### src/rtl/pll_reset_sequencer.sv
// PLL reset sequencer: pulses the PLL reset, waits for a stable lock, then releases the
// system reset. Runs on the free-running board clock and retries on lock timeout.
module pll_reset_sequencer #(
  parameter int SYNC_STAGES         = 2,
  parameter int RST_PULSE_CYCLES    = 16,
  parameter int LOCK_TIMEOUT_CYCLES = 25000,
  parameter int STABLE_CYCLES       = 2500,
  parameter int CNT_W               = 8
) (
  input  logic             clk,
  input  logic             resetn,
  input  logic             locked,
  input  logic             relock_req,
  output logic             pll_rst,
  output logic             rst_out_n,
  output logic             ready,
  output logic [CNT_W-1:0] loss_count,
  output logic [CNT_W-1:0] retry_count,
  output logic [1:0]       state_dbg
);

  localparam int MAX_A   = (RST_PULSE_CYCLES > LOCK_TIMEOUT_CYCLES) ? RST_PULSE_CYCLES
                                                                     : LOCK_TIMEOUT_CYCLES;
  localparam int MAX_CYC = (MAX_A > STABLE_CYCLES) ? MAX_A : STABLE_CYCLES;
  localparam int CW      = (MAX_CYC > 1) ? $clog2(MAX_CYC) : 1;

  localparam logic [CW-1:0] PULSE_LAST   = CW'(RST_PULSE_CYCLES - 1);
  localparam logic [CW-1:0] TIMEOUT_LAST = CW'(LOCK_TIMEOUT_CYCLES - 1);
  localparam logic [CW-1:0] STABLE_LAST  = CW'(STABLE_CYCLES - 1);
  localparam logic [CW-1:0] CNT_ONE      = CW'(1);

  typedef enum logic [1:0] {
    S_PLLRST    = 2'd0,
    S_WAIT_LOCK = 2'd1,
    S_STABLE    = 2'd2,
    S_RUN       = 2'd3
  } state_t;

  state_t                 state_q, state_d;
  logic [CW-1:0]          cnt_q, cnt_d;
  logic [SYNC_STAGES-1:0] sync_q, sync_d;
  logic                   lock_s;
  logic                   pll_rst_q, pll_rst_d;
  logic                   run_q, run_d;
  logic [CNT_W-1:0]       loss_q, loss_d;
  logic [CNT_W-1:0]       retry_q, retry_d;

  function automatic logic [CNT_W-1:0] sat_inc(input logic [CNT_W-1:0] v);
    return (v == {CNT_W{1'b1}}) ? v : v + 1'b1;
  endfunction

  assign sync_d = {sync_q[SYNC_STAGES-2:0], locked};
  assign lock_s = sync_q[SYNC_STAGES-1];

  // State, counters, synchronizer and registered outputs
  always_ff @(posedge clk or negedge resetn) begin
    if (!resetn) begin
      state_q   <= S_PLLRST;
      cnt_q     <= '0;
      sync_q    <= '0;
      pll_rst_q <= 1'b1;
      run_q     <= 1'b0;
      loss_q    <= '0;
      retry_q   <= '0;
    end else begin
      state_q   <= state_d;
      cnt_q     <= cnt_d;
      sync_q    <= sync_d;
      pll_rst_q <= pll_rst_d;
      run_q     <= run_d;
      loss_q    <= loss_d;
      retry_q   <= retry_d;
    end
  end

  // A relock request always restarts a full-width PLL reset pulse, even from S_PLLRST.
  always_comb begin
    state_d = state_q;
    cnt_d   = cnt_q;
    loss_d  = loss_q;
    retry_d = retry_q;
    if (relock_req) begin
      state_d = S_PLLRST;
      cnt_d   = '0;
    end else begin
      case (state_q)
        S_PLLRST: begin
          if (cnt_q == PULSE_LAST) begin
            state_d = S_WAIT_LOCK;
            cnt_d   = '0;
          end else begin
            cnt_d = cnt_q + CNT_ONE;
          end
        end
        S_WAIT_LOCK: begin
          if (lock_s) begin
            state_d = S_STABLE;
            cnt_d   = '0;
          end else if (cnt_q == TIMEOUT_LAST) begin
            state_d = S_PLLRST;
            cnt_d   = '0;
            retry_d = sat_inc(retry_q);
          end else begin
            cnt_d = cnt_q + CNT_ONE;
          end
        end
        S_STABLE: begin
          if (!lock_s) begin
            state_d = S_WAIT_LOCK;
            cnt_d   = '0;
          end else if (cnt_q == STABLE_LAST) begin
            state_d = S_RUN;
            cnt_d   = '0;
          end else begin
            cnt_d = cnt_q + CNT_ONE;
          end
        end
        S_RUN: begin
          if (!lock_s) begin
            state_d = S_WAIT_LOCK;
            cnt_d   = '0;
            loss_d  = sat_inc(loss_q);
          end
        end
        default: begin
          state_d = S_PLLRST;
          cnt_d   = '0;
        end
      endcase
    end
  end

  // Outputs decoded from next state so they switch on the same edge as the state
  always_comb begin
    pll_rst_d = (state_d == S_PLLRST);
    run_d     = (state_d == S_RUN);
  end

  assign pll_rst     = pll_rst_q;
  assign rst_out_n   = run_q;
  assign ready       = run_q;
  assign loss_count  = loss_q;
  assign retry_count = retry_q;
  assign state_dbg   = state_q;

endmodule

### config.mk
export PLATFORM = sky130hd
export DESIGN_NAME = pll_reset_sequencer
export DESIGN_NICKNAME = d
export VERILOG_FILES = /design/src/rtl/pll_reset_sequencer.sv
export SDC_FILE = /design/constraint.sdc
export NUM_CORES = 1
export LEC_CHECK = 0
export BUFFER_PORTS_ARGS = -buffer_cell sky130_fd_sc_hd__buf_2
export CAP_MARGIN = 20
export CORE_MARGIN = 2
export CORE_UTILIZATION = 33
export CTS_BUF_LIST = sky130_fd_sc_hd__clkbuf_8
export CTS_CLUSTER_DIAMETER = 150
export DETAILED_ROUTE_END_ITERATION = 10
export PLACE_DENSITY = 0.55
export SETUP_SLACK_MARGIN = 0.02
export SYNTH_ARGS = -nofsm -noshare
export SYNTH_HDL_FRONTEND = slang
export SYNTH_SLANG_ARGS = --single-unit
export TNS_END_PERCENT = 5
### constraint.sdc
create_clock -name clk -period 5 [get_ports clk]
set_clock_uncertainty 0.2 [all_clocks]
set_input_delay 1 -clock clk [delete_from_list [all_inputs] [get_ports clk]]
set_output_delay 1 -clock clk [all_outputs]
set_load 0.02 [all_outputs]
# ---- Word-level counts from Yosys, hierarchy flattened
# Cells that the tools add are included.
dict set report totals {
  reg_bits 37
  input_bits 4
}
dict set report classes {
  n_eq_ne 10
  reduce_logical 4
  add_sub_neg 3
  bitwise_logic 4
  muxes 16
}
# op n
set ops {}
lappend ops {{2-to-1 mux 15 bit} 7}
lappend ops {{case mux 15 bit (4 select lines)} 1}
lappend ops {{adder 8 x 1 -> 8 bit, second input constant} 2}
lappend ops {{equality test 8 bit, second input constant} 2}
lappend ops {{adder 15 x 1 -> 15 bit, second input constant} 1}
lappend ops {{equality test 15 x 12 -> 1 bit, second input constant} 1}
lappend ops {{equality test 15 bit, second input constant} 1}
lappend ops {{equality test 15 x 4 -> 1 bit, second input constant} 1}
lappend ops {{2-to-1 mux 2 bit} 7}
lappend ops {{case mux 2 bit (4 select lines)} 1}
lappend ops {{equality test 2 bit, second input constant} 3}
lappend ops {{AND reduction 5 bit} 1}
lappend ops {{logical NOT 2 bit} 2}
lappend ops {{inverter 1 bit} 4}
lappend ops {{AND reduction 4 bit} 1}
lappend ops {{inequality test 3 bit, second input constant} 1}
lappend ops {{equality test 2 x 1 -> 1 bit, second input constant} 1}

# ---- Depth between registers and ports, before layout
dict set report logic_depth {
  word_depth 6
  mapped_depth 7
  ltp_nobuf 6
}

# ---- Least setup slack after synthesis
# No wires, ideal clock.
dict set report synth_path {
  path_type {input port to flip-flop}
  start {input port relock_req}
  end {register cnt_q[11]}
  stages 6
  path_slack_ns 2.134
  path_buffers 2
  arrival_time_ns 2.580
  path_cell_list {clkbuf_1 > and4b_1 > clkbuf_1 > or3_1 > or4_1 > o211ai_1}
}
dict set report synth_via {
  elab_chain_cells 1
}
# element line
set synth_lines {}
lappend synth_lines {{from (decl)} 13} ;# input logic relock_req,
lappend synth_lines {{inequality test 3 bit (no source line) / 2-to-1 mux 15 bit (equally long branches)} n/a}
lappend synth_lines {{to (signal assigned)} 67} ;# cnt_q <= cnt_d;
lappend synth_lines {{to (decl)} 40} ;# logic [CW-1:0] cnt_q, cnt_d;
# Several ways; a longest one is shown, not always the timed one.
# A chain may end at the register's enable or synchronous reset.

# ---- Worst setup path after layout
dict set report layout_path {
  start {register cnt_q[4]}
  end {register cnt_q[3]}
}
dict set report layout_via {
  elab_chain_cells 5
}
# element line
set layout_lines {}
lappend layout_lines {{equality test 15 x 12 -> 1 bit / equality test 15 bit (equally long branches)} {111, 99}}
lappend layout_lines {{2-to-1 mux 15 bit, on equally long branches} {111, 99}}
lappend layout_lines {{2-to-1 mux 15 bit, on equally long branches} {108, 96}}
lappend layout_lines {{case mux 15 bit (4 select lines) *} 86} ;# case (state_q)
lappend layout_lines {{2-to-1 mux 15 bit *} 82} ;# if (relock_req) begin
# Every way passes the cells marked *; elsewhere a longest branch is shown, timed or not.

==> results.cfg <==
[routing]
ant_nets = 0
dr.pass1.iters = 4
wl_per_cell_um = 13.6
drt_iter0_drc = 106
drt_wl_total_mm = 3.79
via_per_inst = 5.07
dr_total_vias = 1409
drcViolationCount = 0

[synth]
avgSynthCellArea_um2 = 10.4
async_flop_share_pct = 100
ys_warn_count = 0
synth.net_count = 184
ys_types = 42
ys_seq_area_share_pct = 50.5
synth-seq-cells = 37
ys_top_cells_by_count = dfrtp_1, nor2_1, nand2_1
syn_inst = 177
netlist_area_um2 = 1840
synth_top_cell_area_share_pct = 49.0
synth.most_common_cell = dfrtp_1
synthTopCellsByArea = dfrtp_1, xnor2_1, xor2_1
synth_edf_count = 0
yosysTopAreaCell = dfrtp_1
synth_ff_type = dfrtp_1

[clock_network]
cts_inserted_buffers = 5
cts_setup_buffers = 0
clock-root-buffer = clkbuf_8
cts.sinks = 37
cts-htree-levels = 2
cts_resized = 0
insertion_delay_ns = 0.30
cts_tree = built
clk_transition_reported_paths_ns = 0.08
cts_buffer_depth = 2
hold_buffers = 0

[cells_and_area]
final_nets = 212
layout.cells.non_filler = 278
fill_cells = 571
synthToLayoutAreaGrowth_pct = 15.5
drive_gt1_share_pct = 19.9
diodes = 0
fin_area_um2 = 2120

[global_routing]
grt_pass1_wl_mm = 6.73
grt_max_degree = 38
met3_usage_pct = 4.25
grt_pass1_vias = 1416
met1_usage_pct = 19.4
met2_usage_pct = 20.7
grt-ovfl-total = 0
track_usage_pct = 14.1
gr-max-usage-layer = met2
antenna_found_initial = 0

[timing]
tightest_slew_ns = 0.825
period_share_pct = 54.4
finalMaxSlewViolations = 0
finalCriticalPeriod_ns = 2.72
maxSlewHeadroom_pct = 45.0
final-hold-violation-count = 0
fin_tns_setup_ns = 0
rsz0062_at_grt = false
fmax_mhz = 367
finalSetupViolations = 0

[die]
rows = 27
io-pin-count = 25
die-height_um = 78.6
die_area_um2 = 6180
core_area_um2 = 5440
die_w_um = 78.6
initial_core_util_pct = 33.8

[critical_path]
startpoint_type = flip-flop
cp.required_ns = 4.97
regToRegStartpoint = cnt_q[4]$_DFFE_PN0P_
critical_path.max_fanout = 9
cp-end-kind = flip-flop
worstSetupStartpoint = cnt_q[4]$_DFFE_PN0P_
path_class = reg -> reg
worstPathArrival_ns = 2.69

[power]
ir_worst_vdd_uv = 109
p_per_area_nw_per_um2 = 255
power_leakage_uw = 0.000967
totalPowerFinal_uw = 542

[placed_design]
dp_hpwl_mm = 2.64
place_area_um2 = 2030
port_buffers = 24
gp_congestion = 0.860
numPlacedInstances = 270

[run_status]
status = complete, no violations

[min_path]
hp-class = reg -> reg
min_from = sync_q[0]$_DFF_PN0_

[flow_run]
maxCapViolations = 0
-- cell usage in the layout (no fill, tap or decap), types with 2 or more instances in the layout --
cell type	count
a22oi_1	2
xor2_1	11
ha_1	3
nor3_1	5
o41ai_1	2
or4_4	2
nand3_1	11
or3_1	3
and3_1	3
or4_1	2
dfrtp_1	36
clkbuf_8	5
xnor2_1	12
o21ai_0	6
inv_1	7
buf_2	24
nor3b_1	2
nand2_1	17
nor2_1	18
nand4_1	10
-- critical path, cell delays in order, from the launching register on --
cell and delay (ns):
dfrtp_1 0.44, or4_4 0.58, nor4_1 0.54, o2bb2ai_1 0.29
o31ai_4 0.44, nor2_1 0.10
-- power breakdown --
part | total [uW] | internal (uW) | switching, uW
Sequential | 305 | 302 | 3.40
Clock | 220 | 99.0 | 121
Combinational | 16.0 | 4.24 | 11.7
Total | 542 | 405 | 137
-- per-layer routing --
| layer | vias up | share of wire, % | routed length [um] |
|---|---|---|---|
| met5 | - | 0 | 0 |
| met4 | 0 | 1.7 | 63 |
| met3 | 5 | 4.3 | 163 |
| met2 | 30 | 44 | 1670 |
| met1 | 681 | 50 | 1900 |
| li1 | 693 | - | - |
-- through the flow --
stage / setup slack, ns / hold WS [ns] / util, %
final: 2.28 / 0.155 / 39.0
after floorplan: 2.13 / 0.131 / -
after detailed placement: 2.17 / 0.140 / 37.4
after global routing: 2.00 / 0.165 / 39.0
after CTS: 2.23 / 0.156 / 39.0
after global placement: 2.21 / 0.139 / 37.4
-- final timing paths --
kind,slack [ns],endpoint,cells after the start
min reg2reg,0.15,sync_q[1]$_DFF_PN0_,0
min in group asynchronous,0.60,retry_count[3]$_DFFE_PN0P_,1
max reg2reg,2.28,cnt_q[3]$_DFFE_PN0P_,5
max in group asynchronous,3.48,cnt_q[0]$_DFFE_PN0P_,1
max,2.28,cnt_q[3]$_DFFE_PN0P_,5
min,0.15,sync_q[1]$_DFF_PN0_,0
-- flip-flops by register name, indices dropped and copies added, names as in the netlist --
name         cells
cnt_q           15
loss_count       8
retry_count      8
state_dbg        2
sync_q           2
pll_rst          1
ready            1
-- logic make-up after synthesis --
family	synth area share [%]
AND/OR/NAND/NOR	23.0
flip-flops	50.5
AO/OA/AOI/OAI	10.7
XOR/XNOR	11.0
buffers and inverters	2.25
adder cells (fa/ha/maj)	2.04
multiplexers	0.613
-- final cells by class --
cell class                 count  area (um^2)  share of cell area, %
clock buffer                   5         68.8                   3.24
timing repair buffer          24          120                   5.66
tap                           72         90.1                   4.25
clock inverter                 3         21.3                   1.00
sequential                    37          927                   43.7
inverter                       7         26.3                   1.24
multi-input combinational    130          868                   40.9
(Power assumes the default switching activity.)
